`config.mk`:
```
export PLATFORM = sky130hd
export DESIGN_NAME = id_stage
export DESIGN_NICKNAME = d
export VERILOG_FILES = /design/src/rtl/id_stage.sv
export SDC_FILE = /design/constraint.sdc
export NUM_CORES = 1
export LEC_CHECK = 0
export BUFFER_PORTS_ARGS = -buffer_cell sky130_fd_sc_hd__buf_2
export CAP_MARGIN = 10
export CORE_ASPECT_RATIO = 0.75
export CORE_MARGIN = 5
export CORE_UTILIZATION = 30
export DETAILED_ROUTE_END_ITERATION = 7
export SLEW_MARGIN = 20
export SYNTH_ARGS = -nofsm -noshare
export SYNTH_HDL_FRONTEND = slang
export SYNTH_SLANG_ARGS = --single-unit
export TNS_END_PERCENT = 50
```
`constraint.sdc`:
```
create_clock -name clk -period 2.78 [get_ports clk]
set_clock_uncertainty 0.15 [all_clocks]
set_input_delay 0.695 -clock clk [delete_from_list [all_inputs] [get_ports clk]]
set_output_delay 0.695 -clock clk [all_outputs]
set_load 0.02 [all_outputs]
```
`src/rtl/id_stage.sv`:
```
// id_stage: IF/ID register + decode; define ID_INTERLOCK_EN to add the load-use interlock stall.
// Latency 1 cycle after IF/ID capture; iExEn=0 freezes all state, iBrTaken squashes IF/ID and output.
module id_stage #(
  parameter int OPC_W = 6,
  parameter int ARG_W = 10,
  parameter int PC_W  = 10
) (
  input  logic                   clk,
  input  logic                   reset,
  input  logic [OPC_W+ARG_W-1:0] iInstr,
  input  logic [PC_W-1:0]        iNewPc,
  input  logic                   iExEn,
  input  logic                   iBrTaken,
  output logic                   oFetchEn,
  output logic [PC_W-1:0]        oBrDir,
  output logic                   oValid,
  output logic [OPC_W-1:0]       oOpcode,
  output logic [ARG_W-1:0]       oArg,
  output logic [PC_W-1:0]        oPc,
  output logic                   oWrA,
  output logic                   oWrB,
  output logic                   oMemRd,
  output logic                   oMemWr,
  output logic                   oIsBranch
);
  localparam logic [OPC_W-1:0] OP_NOP   = OPC_W'(0);
  localparam logic [OPC_W-1:0] OP_LDCA  = OPC_W'(1);
  localparam logic [OPC_W-1:0] OP_LDCB  = OPC_W'(2);
  localparam logic [OPC_W-1:0] OP_LDA   = OPC_W'(3);
  localparam logic [OPC_W-1:0] OP_LDB   = OPC_W'(4);
  localparam logic [OPC_W-1:0] OP_STA   = OPC_W'(5);
  localparam logic [OPC_W-1:0] OP_STB   = OPC_W'(6);
  localparam logic [OPC_W-1:0] OP_ADDA  = OPC_W'(7);
  localparam logic [OPC_W-1:0] OP_ADDB  = OPC_W'(8);
  localparam logic [OPC_W-1:0] OP_SUBA  = OPC_W'(9);
  localparam logic [OPC_W-1:0] OP_SUBB  = OPC_W'(10);
  // Branch family occupies 0x10-0x1F (BAEQ=0x10, BACS=0x11, BBEQ=0x18, BBCS=0x19); bit 3 selects B flags.
  localparam logic [OPC_W-1:0] OP_BR_LO = OPC_W'(16);
  localparam logic [OPC_W-1:0] OP_BR_HI = OPC_W'(31);

  typedef struct packed {
    logic             vld;
    logic [OPC_W-1:0] opc;
    logic [ARG_W-1:0] arg;
    logic [PC_W-1:0]  pc;
    logic [PC_W-1:0]  br_dir;
    logic             wr_a;
    logic             wr_b;
    logic             mem_rd;
    logic             mem_wr;
    logic             is_br;
  } out_t;

  logic [OPC_W+ARG_W-1:0] ifid_instr_q, ifid_instr_d;
  logic [PC_W-1:0]        ifid_pc_q, ifid_pc_d;
  logic                   ifid_vld_q, ifid_vld_d;
  out_t                   out_q, out_d, dec, bub;
  logic [OPC_W-1:0]       ifid_opc;
  logic [ARG_W-1:0]       ifid_arg;
  logic                   rd_a, rd_b, ld_a, ld_b, stall, advance;

  assign ifid_opc = ifid_instr_q[OPC_W+ARG_W-1:ARG_W];
  assign ifid_arg = ifid_instr_q[ARG_W-1:0];

  always_comb begin
    dec        = '0;
    dec.vld    = ifid_vld_q;
    dec.opc    = OP_NOP;
    dec.arg    = ifid_arg;
    dec.pc     = ifid_pc_q;
    dec.br_dir = ifid_pc_q + PC_W'(ifid_arg[5:0]);
    rd_a = 1'b0;
    rd_b = 1'b0;
    ld_a = 1'b0;
    ld_b = 1'b0;
    case (ifid_opc)
      OP_LDCA: begin dec.opc = ifid_opc; dec.wr_a = 1'b1; ld_a = 1'b1; end
      OP_LDCB: begin dec.opc = ifid_opc; dec.wr_b = 1'b1; ld_b = 1'b1; end
      OP_LDA:  begin dec.opc = ifid_opc; dec.wr_a = 1'b1; dec.mem_rd = 1'b1; ld_a = 1'b1; end
      OP_LDB:  begin dec.opc = ifid_opc; dec.wr_b = 1'b1; dec.mem_rd = 1'b1; ld_b = 1'b1; end
      OP_STA:  begin dec.opc = ifid_opc; dec.mem_wr = 1'b1; rd_a = 1'b1; end
      OP_STB:  begin dec.opc = ifid_opc; dec.mem_wr = 1'b1; rd_b = 1'b1; end
      OP_ADDA, OP_SUBA: begin dec.opc = ifid_opc; dec.wr_a = 1'b1; rd_a = 1'b1; rd_b = 1'b1; end
      OP_ADDB, OP_SUBB: begin dec.opc = ifid_opc; dec.wr_b = 1'b1; rd_a = 1'b1; rd_b = 1'b1; end
      default: begin
        if (ifid_opc >= OP_BR_LO && ifid_opc <= OP_BR_HI) begin
          dec.opc   = ifid_opc;
          dec.is_br = 1'b1;
          rd_a      = !ifid_opc[3];
          rd_b      = ifid_opc[3];
        end
      end
    endcase
  end

`ifdef ID_INTERLOCK_EN
  logic [1:0] cnt_a_q, cnt_a_d, cnt_b_q, cnt_b_d;

  assign stall = (rd_a && cnt_a_q != 2'd0) || (rd_b && cnt_b_q != 2'd0);

  // Counters tick on every enabled cycle, flushed or not; an issuing load re-arms them.
  always_comb begin
    cnt_a_d = cnt_a_q;
    cnt_b_d = cnt_b_q;
    if (iExEn && cnt_a_q != 2'd0) cnt_a_d = cnt_a_q - 2'd1;
    if (iExEn && cnt_b_q != 2'd0) cnt_b_d = cnt_b_q - 2'd1;
    if (advance && ld_a) cnt_a_d = 2'd2;
    if (advance && ld_b) cnt_b_d = 2'd2;
  end

  always_ff @(posedge clk) begin
    if (reset) begin
      cnt_a_q <= 2'd0;
      cnt_b_q <= 2'd0;
    end else begin
      cnt_a_q <= cnt_a_d;
      cnt_b_q <= cnt_b_d;
    end
  end
`else
  logic unused_hazard;
  assign unused_hazard = ^{rd_a, rd_b, ld_a, ld_b};
  assign stall = 1'b0;
`endif

  assign advance  = iExEn && !stall && !iBrTaken;
  assign oFetchEn = reset || iBrTaken || (iExEn && !stall);

  always_comb begin
    bub        = out_q;
    bub.vld    = 1'b0;
    bub.opc    = OP_NOP;
    bub.wr_a   = 1'b0;
    bub.wr_b   = 1'b0;
    bub.mem_rd = 1'b0;
    bub.mem_wr = 1'b0;
    bub.is_br  = 1'b0;
  end

  always_comb begin
    ifid_instr_d = ifid_instr_q;
    ifid_pc_d    = ifid_pc_q;
    ifid_vld_d   = ifid_vld_q;
    out_d        = out_q;
    if (iBrTaken) begin
      ifid_instr_d = {OP_NOP, {ARG_W{1'b0}}};
      ifid_vld_d   = 1'b0;
      out_d        = bub;
    end else if (iExEn) begin
      if (stall) begin
        out_d = bub;
      end else begin
        ifid_instr_d = iInstr;
        ifid_pc_d    = iNewPc;
        ifid_vld_d   = 1'b1;
        out_d        = dec;
      end
    end
  end

  always_ff @(posedge clk) begin
    if (reset) begin
      ifid_instr_q <= {OP_NOP, {ARG_W{1'b0}}};
      ifid_pc_q    <= '0;
      ifid_vld_q   <= 1'b0;
      out_q        <= '0;
      out_q.opc    <= OP_NOP;
    end else begin
      ifid_instr_q <= ifid_instr_d;
      ifid_pc_q    <= ifid_pc_d;
      ifid_vld_q   <= ifid_vld_d;
      out_q        <= out_d;
    end
  end

  assign oValid    = out_q.vld;
  assign oOpcode   = out_q.opc;
  assign oArg      = out_q.arg;
  assign oPc       = out_q.pc;
  assign oBrDir    = out_q.br_dir;
  assign oWrA      = out_q.wr_a;
  assign oWrB      = out_q.wr_b;
  assign oMemRd    = out_q.mem_rd;
  assign oMemWr    = out_q.mem_wr;
  assign oIsBranch = out_q.is_br;
endmodule

```
Yosys cells after proc, flatten, opt, wreduce, memory -nomap -nowiden
Cells that the tools add are included.
{"block": "totals", "reg_bits": 69, "inputBits": 30, "elab_cells": 45, "output_inout_bits": 43}
{"block": "op_classes", "eq_ne": 10, "mux": 8, "magnitude_cmp": 2, "addsub": 1, "reduce_logical": 10, "n_bitwise": 1}
{"cell": "6-bit by 3-bit equality test with 1-bit output, second input constant", "n": 4}
{"cell": "6-bit by 4-bit equality test with 1-bit output, second input constant", "n": 3}
{"cell": "6-bit by 2-bit equality test with 1-bit output, second input constant", "n": 2}
{"cell": "6-bit 2-to-1 mux", "n": 2}
{"cell": "10-bit by 6-bit adder with 10-bit output", "n": 1}
{"cell": "10-bit OR reduction", "n": 1}
{"cell": "4-bit OR reduction", "n": 2}
{"cell": "6-bit by 1-bit equality test with 1-bit output, second input constant", "n": 1}
{"cell": "6-bit by 5-bit >= comparator with 1-bit output, second input constant", "n": 1}
{"cell": "6-bit by 5-bit <= comparator with 1-bit output, second input constant", "n": 1}
{"cell": "1-bit 2-to-1 mux", "n": 6}
{"cell": "2-bit OR reduction", "n": 3}
{"cell": "1-bit logical OR", "n": 2}
{"cell": "2-bit AND reduction", "n": 1}
{"cell": "1-bit logical AND", "n": 1}
{"cell": "1-bit inverter", "n": 1}

Longest topological paths before layout
{"block": "depth", "word_depth": 4, "ltp_mapped": 7, "depth_no_buf": 7}

Worst setup path before layout
OpenSTA, ideal clock, no wires.
{"block": "synth_path", "kind": "input-to-output", "from": "input iBrTaken", "to": "output oFetchEn", "n_path_buf": 1, "arrival_ps": 1251, "required_time_ps": 1935, "path_stages": 4, "path_slack_ps": 684, "cell_sequence": "or2_1 -> buf_4 -> nor2_8 -> inv_2"}
{"block": "synth_via", "elab_chain_cells": 2}
{"item": "start: declaration", "line_no": "13", "source": "input logic iBrTaken,"}
{"item": "1-bit logical OR (2 in series)", "line_no": "127", "source": "assign oFetchEn = reset || iBrTaken || (iExEn && !stall);"}
{"item": "end: declaration", "line_no": "14", "source": "output logic oFetchEn,"}
Every way passes these cells.

Final worst setup path
Same ends and word-level chain as after synthesis.

==> reports/results.txt <==
Status -> finished, final reports clean
CP max stage delay -> 0.37 ns
H-tree levels -> 3
Total power draw -> 2.35 mW
Maximum vdd ir drop -> 0.000282 V
Postcts setup bufs -> 0
Area grow syn2layout -> 24.4%
Pin count of the biggest net entering global routing -> 43
Worst setup SP type -> input pin
FF-to-FF End -> oBrDir[8]
Fin. Hold Viols -> 0
Hold EP -> oMemWr
Storage cell area -> 1380 um2
Share of layout cells above drive strength 1 -> 26.6%
Routed WL -> 7.63 mm
Cell Pwr Density -> 652 nW/um2
Achievable Freq -> 420 MHz
Area share of fa/ha/maj cells after synthesis -> 3.27%
Die ar. -> 11800 um2
Gpl congestion -> 0.798
M3 GR Usage -> 5.69%
# port buffers -> 72
Synthesized net count -> 358
Inserted Diodes -> 0
Syn_area_per_cell -> 9.05 um2
Chip width -> 124 um
Router iterations before antenna repair -> 4
Top cell type's share of synthesized area -> 47.6%
Initial antenna violation count -> 0
All-Layer GR Usage -> 13.2%
LEAKAGE -> 1.57 nW
FP Rows -> 31
Mux contribution to synthesized area -> 0.689%
I/O pin cnt -> 73
Clk sinks -> 69
Vias in the first global route -> 2345
Max-slew violations -> 0
GR peak layer -> met2
Post-Synth XOR/XNOR Area -> 0.603%
Setup CP Type -> input pin to primary output
Synth cell types -> 55
Crit path DAT -> 1.54 ns
TritonCTS clock tree -> yes
Final WS setup -> 0.399 ns
Synth Instances -> 321
# hold bufs at CTS -> 0
Met1 Resource Use GR -> 18.5%
Synth Flop Type -> dfxtp_1
Initial DRC count -> 140
Clk Latency, worst-skew pair -> 0.33 ns
Finished Core Util -> 37.9%
Setup TNS -> 0 ns
Post-synth EDFFs -> 0
Met2 GRT Util -> 18.6%
Synth top cells by count -> nand2_1 (70), dfxtp_1 (69), a21oi_1 (40)
Total CTS buffers -> 9
Worst hold path class -> register to register
Fin area -> 3610 um2
Crit end category -> primary output
CP dominant cell by count -> buf_2
Worst slew margin -> 67.5%
Maxcap violations -> 0
Ratio of final minimum period to clock period -> 85.7%
Congestion Overflow GR -> 0
Core footprint -> 9540 um2
Fin crit period -> 2.38 ns
Hold depth -> 2
Clk buf depth -> 2
Via density -> 4.78
Clock Tree Root -> clkbuf_16
Synthesized area -> 2900 um2
Avg WL per Cell -> 14.6 um
Synth Register Bits -> 69
Synth Area in Compound Gates -> 22.2%
Worst Tran Pin Value -> 0.488 ns
Die height -> 95.2 um
Asr flop ratio synth -> 0%
Crit-path max FO -> 7
Internal reg-to-reg setup slack -> 0.55 ns
Clk slew on worst S/H paths -> 0.05 ns
Reg2Reg Depth -> 7
Via Count -> 2498
Total number of yosys warnings -> 0
Global-route wire length before repair -> 12.0 mm
Fillcell total -> 1007
Worst EP required -> 1.93 ns
Final setup vio count -> 0
Pre-CTS setup slack -> 0.391 ns
Starting Density -> 30.4%
Cell taking the most area after synthesis -> dfxtp_1
DP Area -> 3310 um2
Cell with the most instances after synthesis -> nand2_1
Main combinational cell family by area after synthesis -> compound AO/OA/AOI/OAI gates
RSZ-0062 raised after global routing -> false
DP Wirelength -> 5.52 mm
Multi-input gate area -> 1330 um2
Hold Path Origin -> oMemWr
Slowest cell on crit path -> or2_1
Post-DRT Antenna Nets -> 0
Final nets -> 423
Post_cts resized -> 0
Reg2reg start -> ifid_instr_q[0]
CP Cell Sequence -> buf_2, or2_1, nor2_8, inv_2, buf_2
Post-synthesis sequential area ratio -> 47.6%
Post-Synth Simple-Gate Area -> 18.8%
Residual DRC -> 0
Top post-synthesis cells by area -> dfxtp_1 (48%), nand2_1 (9.0%), a21oi_1 (6.9%)
-- cell usage in the layout (no fill, tap or decap), drive strengths merged, types with 3 or more instances in the layout --
master / netlist / layout
inv: 8 / 9
o21ai: 8 / 8
nor2: 16 / 16
a211oi: 3 / 3
nor3: 6 / 6
a22o: 19 / 19
clkbuf: 2 / 11
dfxtp: 69 / 69
a21oi: 40 / 40
nand2: 70 / 70
ha: 6 / 6
nand2b: 5 / 5
nand3: 5 / 5
buf: 22 / 78
-- area by class of cell --
class	instances	area share (%)
clock inverters	5	1.63
multi-input cells	220	36.8
repair buffers	78	11.2
well taps	132	4.57
inverters	8	0.831
clock buffers	11	6.72
flip-flops and latches	69	38.2
-- critical path, delay by kind of cell --
| family | cells | cell delay, ns |
|---|---|---|
| buffers and inverters | 3 | 0.32 |
| and+or+nand+nor | 2 | 0.52 |
-- routing by layer --
metal  vias up  wire length, um
met3         7              580
met5         -                0
met2        82             3180
met1      1161             3800
met4         0               71
li1       1248                -
-- how the worst max path moves through the flow --
stage          startpoint       end  slack, ns  depth (start not counted)
2_1_floorplan    iBrTaken  oFetchEn       0.68                          4
3_3_place_gp     iBrTaken  oFetchEn       0.42                          5
3_5_place_dp     iBrTaken  oFetchEn       0.39                          5
4_1_cts          iBrTaken  oFetchEn       0.39                          5
5_1_grt          iBrTaken  oFetchEn       0.34                          5
6_report         iBrTaken  oFetchEn       0.40                          5
-- cells by family after synthesis --
kind of cell / after synthesis
mux: 2
fa+ha+maj: 7
buf+inv: 32
simple gates: 117
xor+xnor: 2
flops: 69
compound gates: 92
-- state kept, by name, indices dropped and copies added, names as in the netlist --
register,count
ifid_instr_q,16
oWrA,1
oMemWr,1
oWrB,1
ifid_pc_q,10
oIsBranch,1
oMemRd,1
oBrDir,10
oArg,10
oValid,1
oOpcode,6
oPc,10
ifid_vld_q,1
-- where the power goes --
part           internal, mW  total (mW)  switching (mW)
Clock                 0.720        1.15           0.425
Combinational        0.0634       0.170           0.106
Sequential             1.02        1.04          0.0244
-- stage by stage --
step	hold WS, ns	cells
4_1_cts	0.303	523
6_report	0.296	523
3_3_place_gp	0.290	507
2_1_floorplan	0.282	321
5_1_grt	0.322	523
3_5_place_dp	0.294	507
(Power assumes the default switching activity.)
